==> src/rtl/tt_um_hoene_manchester_encoder_pkg.sv <==
// Shared Manchester line definitions: FSM state encoding, default widths and the
// coding polarity that the decoder also relies on.
package tt_um_hoene_manchester_encoder_pkg;

    localparam int HALF_W_DEF = 6;

    // Line level during the first half of a '1' bit; a '0' bit is the mirror image.
    localparam logic MANCH_ONE_FIRST = 1'b0;

    typedef enum logic [1:0] {
        ST_IDLE   = 2'd0,
        ST_FIRST  = 2'd1,
        ST_SECOND = 2'd2,
        ST_GAP    = 2'd3
    } enc_state_t;

    function automatic logic first_half_level(input logic d);
        return d ? MANCH_ONE_FIRST : ~MANCH_ONE_FIRST;
    endfunction

endpackage

==> src/rtl/tt_um_hoene_halfbit_timer.sv <==
// Loadable down-counter with zero flag; load wins over counting, holds at zero.
// A load of N gives N+1 cycles until o_zero is seen (N..0 inclusive).
module tt_um_hoene_halfbit_timer
    import tt_um_hoene_manchester_encoder_pkg::*;
#(
    parameter int W = 8
) (
    input  logic         clk,
    input  logic         rst,
    input  logic         i_load,
    input  logic [W-1:0] i_load_val,
    output logic         o_zero
);

    logic [W-1:0] r_cnt;

    always_ff @(posedge clk) begin
        if (rst) begin
            r_cnt <= '0;
        end else if (i_load) begin
            r_cnt <= i_load_val;
        end else if (r_cnt != '0) begin
            r_cnt <= r_cnt - W'(1);
        end
    end

    assign o_zero = (r_cnt == '0);

endmodule

==> src/rtl/tt_um_hoene_manchester_encoder.sv <==
// Manchester transmitter: accepted bit appears on out the next cycle, 2*half cycles per bit.
// in_ready only in IDLE or the final cycle of a non-last bit; a frame ends with an idle gap.
module tt_um_hoene_manchester_encoder
    import tt_um_hoene_manchester_encoder_pkg::*;
#(
    parameter int   HALF_W     = HALF_W_DEF,
    parameter int   GAP_HALVES = 4,
    parameter logic IDLE_LEVEL = 1'b0
) (
    input  logic              clk,
    input  logic              rst,
    input  logic [HALF_W-1:0] half_period,
    input  logic              in_data,
    input  logic              in_last,
    input  logic              in_valid,
    output logic              in_ready,
    output logic              out,
    output logic              out_busy,
    output logic              out_bit_done,
    output logic              out_underrun
);

    localparam int CNT_W = HALF_W + $clog2(GAP_HALVES) + 1;
    localparam logic [CNT_W-1:0] CNT_ONE  = CNT_W'(1);
    localparam logic [CNT_W-1:0] GAP_MULT = CNT_W'(GAP_HALVES);

    enc_state_t        r_state;
    enc_state_t        w_state_nxt;
    logic              r_data;
    logic              r_last;
    logic              r_out;
    logic [HALF_W-1:0] r_half;
    logic [HALF_W-1:0] w_half_in;
    logic              w_accept;
    logic              w_zero;
    logic              w_final;
    logic              w_data_nxt;
    logic              w_out_nxt;
    logic              w_load;
    logic [CNT_W-1:0]  w_load_val;
    logic [CNT_W-1:0]  w_gap_total;
    logic              w_bit_done;
    logic              w_underrun;

    assign w_half_in   = (half_period == '0) ? HALF_W'(1) : half_period;
    assign w_final     = (r_state == ST_SECOND) && w_zero;
    assign in_ready    = !rst && ((r_state == ST_IDLE) || (w_final && !r_last));
    assign w_accept    = in_valid && in_ready;
    assign w_data_nxt  = w_accept ? in_data : r_data;
    assign w_gap_total = GAP_MULT * CNT_W'(r_half);

    always_comb begin
        w_state_nxt = r_state;
        w_load      = 1'b0;
        w_load_val  = '0;
        w_bit_done  = 1'b0;
        w_underrun  = 1'b0;
        case (r_state)
            ST_IDLE: begin
                if (w_accept) begin
                    w_state_nxt = ST_FIRST;
                    w_load      = 1'b1;
                    w_load_val  = CNT_W'(w_half_in) - CNT_ONE;
                end
            end
            ST_FIRST: begin
                if (w_zero) begin
                    w_state_nxt = ST_SECOND;
                    w_load      = 1'b1;
                    w_load_val  = CNT_W'(r_half) - CNT_ONE;
                end
            end
            ST_SECOND: begin
                if (w_zero) begin
                    w_bit_done = 1'b1;
                    if (w_accept) begin
                        w_state_nxt = ST_FIRST;
                        w_load      = 1'b1;
                        w_load_val  = CNT_W'(w_half_in) - CNT_ONE;
                    end else if (r_last) begin
                        w_state_nxt = ST_GAP;
                        w_load      = 1'b1;
                        w_load_val  = w_gap_total - CNT_ONE;
                    end else begin
                        w_underrun  = 1'b1;
                        w_state_nxt = ST_IDLE;
                    end
                end
            end
            ST_GAP: begin
                if (w_zero) begin
                    w_state_nxt = ST_IDLE;
                end
            end
            default: w_state_nxt = ST_IDLE;
        endcase
    end

    // out is registered, so its next value follows the state being entered.
    always_comb begin
        w_out_nxt = IDLE_LEVEL;
        case (w_state_nxt)
            ST_FIRST:  w_out_nxt = first_half_level(w_data_nxt);
            ST_SECOND: w_out_nxt = ~first_half_level(r_data);
            default:   w_out_nxt = IDLE_LEVEL;
        endcase
    end

    always_ff @(posedge clk) begin
        if (rst) begin
            r_state <= ST_IDLE;
            r_out   <= IDLE_LEVEL;
            r_data  <= 1'b0;
            r_last  <= 1'b0;
            r_half  <= HALF_W'(1);
        end else begin
            r_state <= w_state_nxt;
            r_out   <= w_out_nxt;
            if (w_accept) begin
                r_data <= in_data;
                r_last <= in_last;
                r_half <= w_half_in;
            end
        end
    end

    tt_um_hoene_halfbit_timer #(
        .W(CNT_W)
    ) u_timer (
        .clk        (clk),
        .rst        (rst),
        .i_load     (w_load),
        .i_load_val (w_load_val),
        .o_zero     (w_zero)
    );

    assign out          = r_out;
    assign out_busy     = (r_state != ST_IDLE);
    assign out_bit_done = w_bit_done && !rst;
    assign out_underrun = w_underrun && !rst;

endmodule

==> config.mk <==
export PLATFORM = sky130hd
export DESIGN_NAME = tt_um_hoene_manchester_encoder
export DESIGN_NICKNAME = d
export VERILOG_FILES = /design/src/rtl/tt_um_hoene_manchester_encoder_pkg.sv /design/src/rtl/tt_um_hoene_halfbit_timer.sv /design/src/rtl/tt_um_hoene_manchester_encoder.sv
export SDC_FILE = /design/constraint.sdc
export NUM_CORES = 1
export LEC_CHECK = 0
export BUFFER_PORTS_ARGS = -buffer_cell sky130_fd_sc_hd__buf_2
export CAP_MARGIN = 20
export CORE_UTILIZATION = 57
export CTS_CLUSTER_SIZE = 12
export DETAILED_ROUTE_END_ITERATION = 10
export PLACE_DENSITY = 0.78
export SYNTH_ARGS = -nofsm -noshare
export SYNTH_HDL_FRONTEND = slang
export SYNTH_SLANG_ARGS = --single-unit
==> constraint.sdc <==
create_clock -name clk -period 3.2 [get_ports clk]
set_input_delay 0.32 -clock clk [delete_from_list [all_inputs] [get_ports clk]]
set_output_delay 0.32 -clock clk [all_outputs]
set_load 0.005 [all_outputs]
==> summary.md <==
| Metric | Value |
|---|---|
| Status | complete, no violations |
| Compound-cell area share of the yosys netlist | 21.41% |
| Max_cap viols | 0 |
| Die W | 51.61 um |
| Simple-gate share of the synthesized area | 27.21% |
| Setup WS post-layout | 0.5521 ns |
| Min Tclk post-route | 2.648 ns |
| CTS Hold Bufs | 0 |
| Antenna violations before repair | 0 |
| Io pins | 16 |
| RR Endpoint | out |
| DPL Wire Length | 2.538 mm |
| Max clock buf depth | 2 |
| Vias | 1321 |
| Reg2reg path depth | 11 |
| Unique masters post-synth | 46 |
| DR iter-0 viols | 46 |
| Core area | 2276 um2 |
| Final antenna-violating net count | 0 |
| Hold path depth | 3 |
| HP Start | in_last |
| Sink Count | 20 |
| Wire per inst | 15.09 um |
| Synthesis-to-finish area growth | 8.653% |
| Pwr/cell area | 781.0 nW/um2 |
| Synth Register Bits | 20 |
| Remaining DRCs | 0 |
| Placed Cells | 211 |
| Sequential area share after synthesis | 28.55% |
| First drt pass iteration count | 4 |
| VDD IR max | 0.6189 mV |
| Final Skew | 0.004775 ns |
| # rows | 17 |
| Synth Instances | 174 |
| Fmax | 377.7 MHz |
| CTS tree | yes |
| Pre-CTS setup slack | 0.6837 ns |
| Largest family of logic cells by synthesized area | simple AND/OR/NAND/NOR gates |
| GRT overflow | 0 |
| Post-Synth XOR/XNOR Area | 5.620% |
| Synth Area in Adders | 5.352% |
| Main synth FF type | dfxtp_1 |
| Setup Fix Bufs, Post-CTS | 0 |
| Slew @ Worst Pin | 0.5527 ns |
| Relative slew slack | 63.03% |
| Nets@finish | 205 |
| Clk Latency, worst-skew pair | 0.31 ns |
| CTS buffer count | 3 |
| # H-tree levels | 1 |
| First-pass GRT wire length | 5.644 mm |
| Inserted Diodes | 0 |
| Syn Std Cell Area | 1403 um2 |
| Starting density of the core | 61.63% |
| Crit path DAT | 2.33 ns |
| Syn. warnings | 0 |
| Vias in the first global route | 1266 |
| Die ar. | 2663 um2 |
| Worst r2r src | u_timer.r_cnt[0] |
| Unrepaired setup endpoints after global routing | no |
| Cts repair resizes | 0 |
| Syn_nets | 191 |
| Leakage | 0.6045 nW |
| Die Y | 51.61 um |
| Crit. End Element | output pin |
| CP required | 2.88 ns |
| Worst-path fanout max | 9 |
| Root Buffer Master | clkbuf_4 |
| Largest net degree at the start of global routing | 22 |
| Share of layout cells above drive strength 1 | 16.04% |
| Number of synthesized flops with an enable pin | 0 |
| WHS Endpoint | r_last |
| Crit start category | flop |
| Slew Limit Fails | 0 |
| Final period util | 82.75% |
| Hold WC Path Type | in -> reg |
| Final-report hold violation count | 0 |
| Gr usage total | 28.55% |
| Clock slew seen by the registers of the worst setup and hold paths | 0.12 ns |
| FF-to-FF setup slack | 0.67 ns |
| Total Neg Setup Slack | 0 ns |
| # fillers | 203 |
| Post-synthesis mux area share | 6.601% |
| Async SR Flop Fraction | 0% |
| Placer Congestion | 0.9079 |
| Avg Vias per Cell | 6.144 |
| Syn_area_per_cell | 8.061 um2 |
| DRT Wirelength | 3.244 mm |
| I/O Buffers | 15 |
| Post-Layout Cell Count | 215 |
| Final setup violation count | 0 |
| Crit Path Category | reg -> out |
-- flip-flops by register name, indices dropped and copies added (netlist names) --
signal         cells
r_last             1
r_half             6
u_timer.r_cnt      9
r_state            2
out                1
r_data             1
-- layout by cell type, fill, tap and decap left out, drive strengths merged, types with 4 or more instances in the layout --
cell    instances
a21oi          13
a22oi           4
a31oi           4
buf            17
clkbuf          4
dfxtp          20
ha              6
inv             9
mux2i           7
nand2           8
nand2b          4
nor2           21
nor3           12
o21ai           7
or2             4
xnor2           6
-- synth_stat cells, types with 5 or more instances --
library cell  instances  area share (%)
inv_1                 9             2.4
ha_1                  6             5.4
a21oi_1              13             4.6
clkbuf_1              5             1.3
nor3_1               12             4.3
nand2_1               8             2.1
xnor2_1               6             3.7
nor2_1               21             5.6
o21ai_0               7             2.5
dfxtp_1              20              29
mux2i_1               7             5.0
-- final cells by class --
cell class              count  area, um2  share of cell area (%)
inverters                   9      33.78                   2.217
multi-input cells         137      928.4                   60.92
well taps                  28      35.03                   2.299
clock buffers               4      36.28                   2.381
flip-flops and latches     20      400.4                   26.27
repair buffers             17      90.09                   5.911
-- critical path: stages, from the launching register on --
cell	delay, ns
dfxtp_1	0.33
inv_1	0.13
ha_1	0.18
nor4b_4	0.37
nand2_1	0.27
or4_1	0.52
nor2_1	0.10
buf_2	0.12
-- per-stage QoR --
step,hold slack (ns),area (um2),util (%),total power [mW]
after floorplan,0.4672,1403,-,0.8803
after global placement,0.4855,1488,65.37,1.010
after detailed placement,0.4994,1488,65.37,1.033
after CTS,0.2619,1524,66.96,1.188
after global routing,0.2807,1524,66.96,1.287
final,0.2659,1524,66.96,1.190
-- per-layer routing --
layer | share of wire [%] | global-route usage (%) | up-vias
met2 | 46 | 45.02 | 48
li1 | - | - | 657
met1 | 45 | 38.78 | 607
met3 | 6.3 | 4.386 | 9
met4 | 2.0 | 11.26 | 0
met5 | 0 | 0 | -
-- where the power goes --
group,leakage (nW),total (mW),switching (mW),internal (mW)
Clock,0.0210,0.150,0.0805,0.0695
Combinational,0.419,0.638,0.358,0.281
Sequential,0.164,0.402,0.0907,0.311
-- kinds of logic after synthesis --
kind of cell    count (synthesis)
compound gates                 45
simple gates                   68
buf+inv                        17
flops                          20
xor+xnor                        9
fa+ha+maj                       6
mux                             9
-- worst max-delay path by stage --
stage	startpoint	end	depth (start not counted)	slack, ns
global route	u_timer.r_cnt[0]	out_underrun	7	0.41
finish	u_timer.r_cnt[0]	out_underrun	7	0.55
detailed placement	u_timer.r_cnt[0]	out	11	0.68
CTS	u_timer.r_cnt[0]	out_underrun	7	0.55
global placement	u_timer.r_cnt[0]	out	11	0.87
floorplan	u_timer.r_cnt[0]	out	12	0.86
Power figures use the tool's default switching activity.
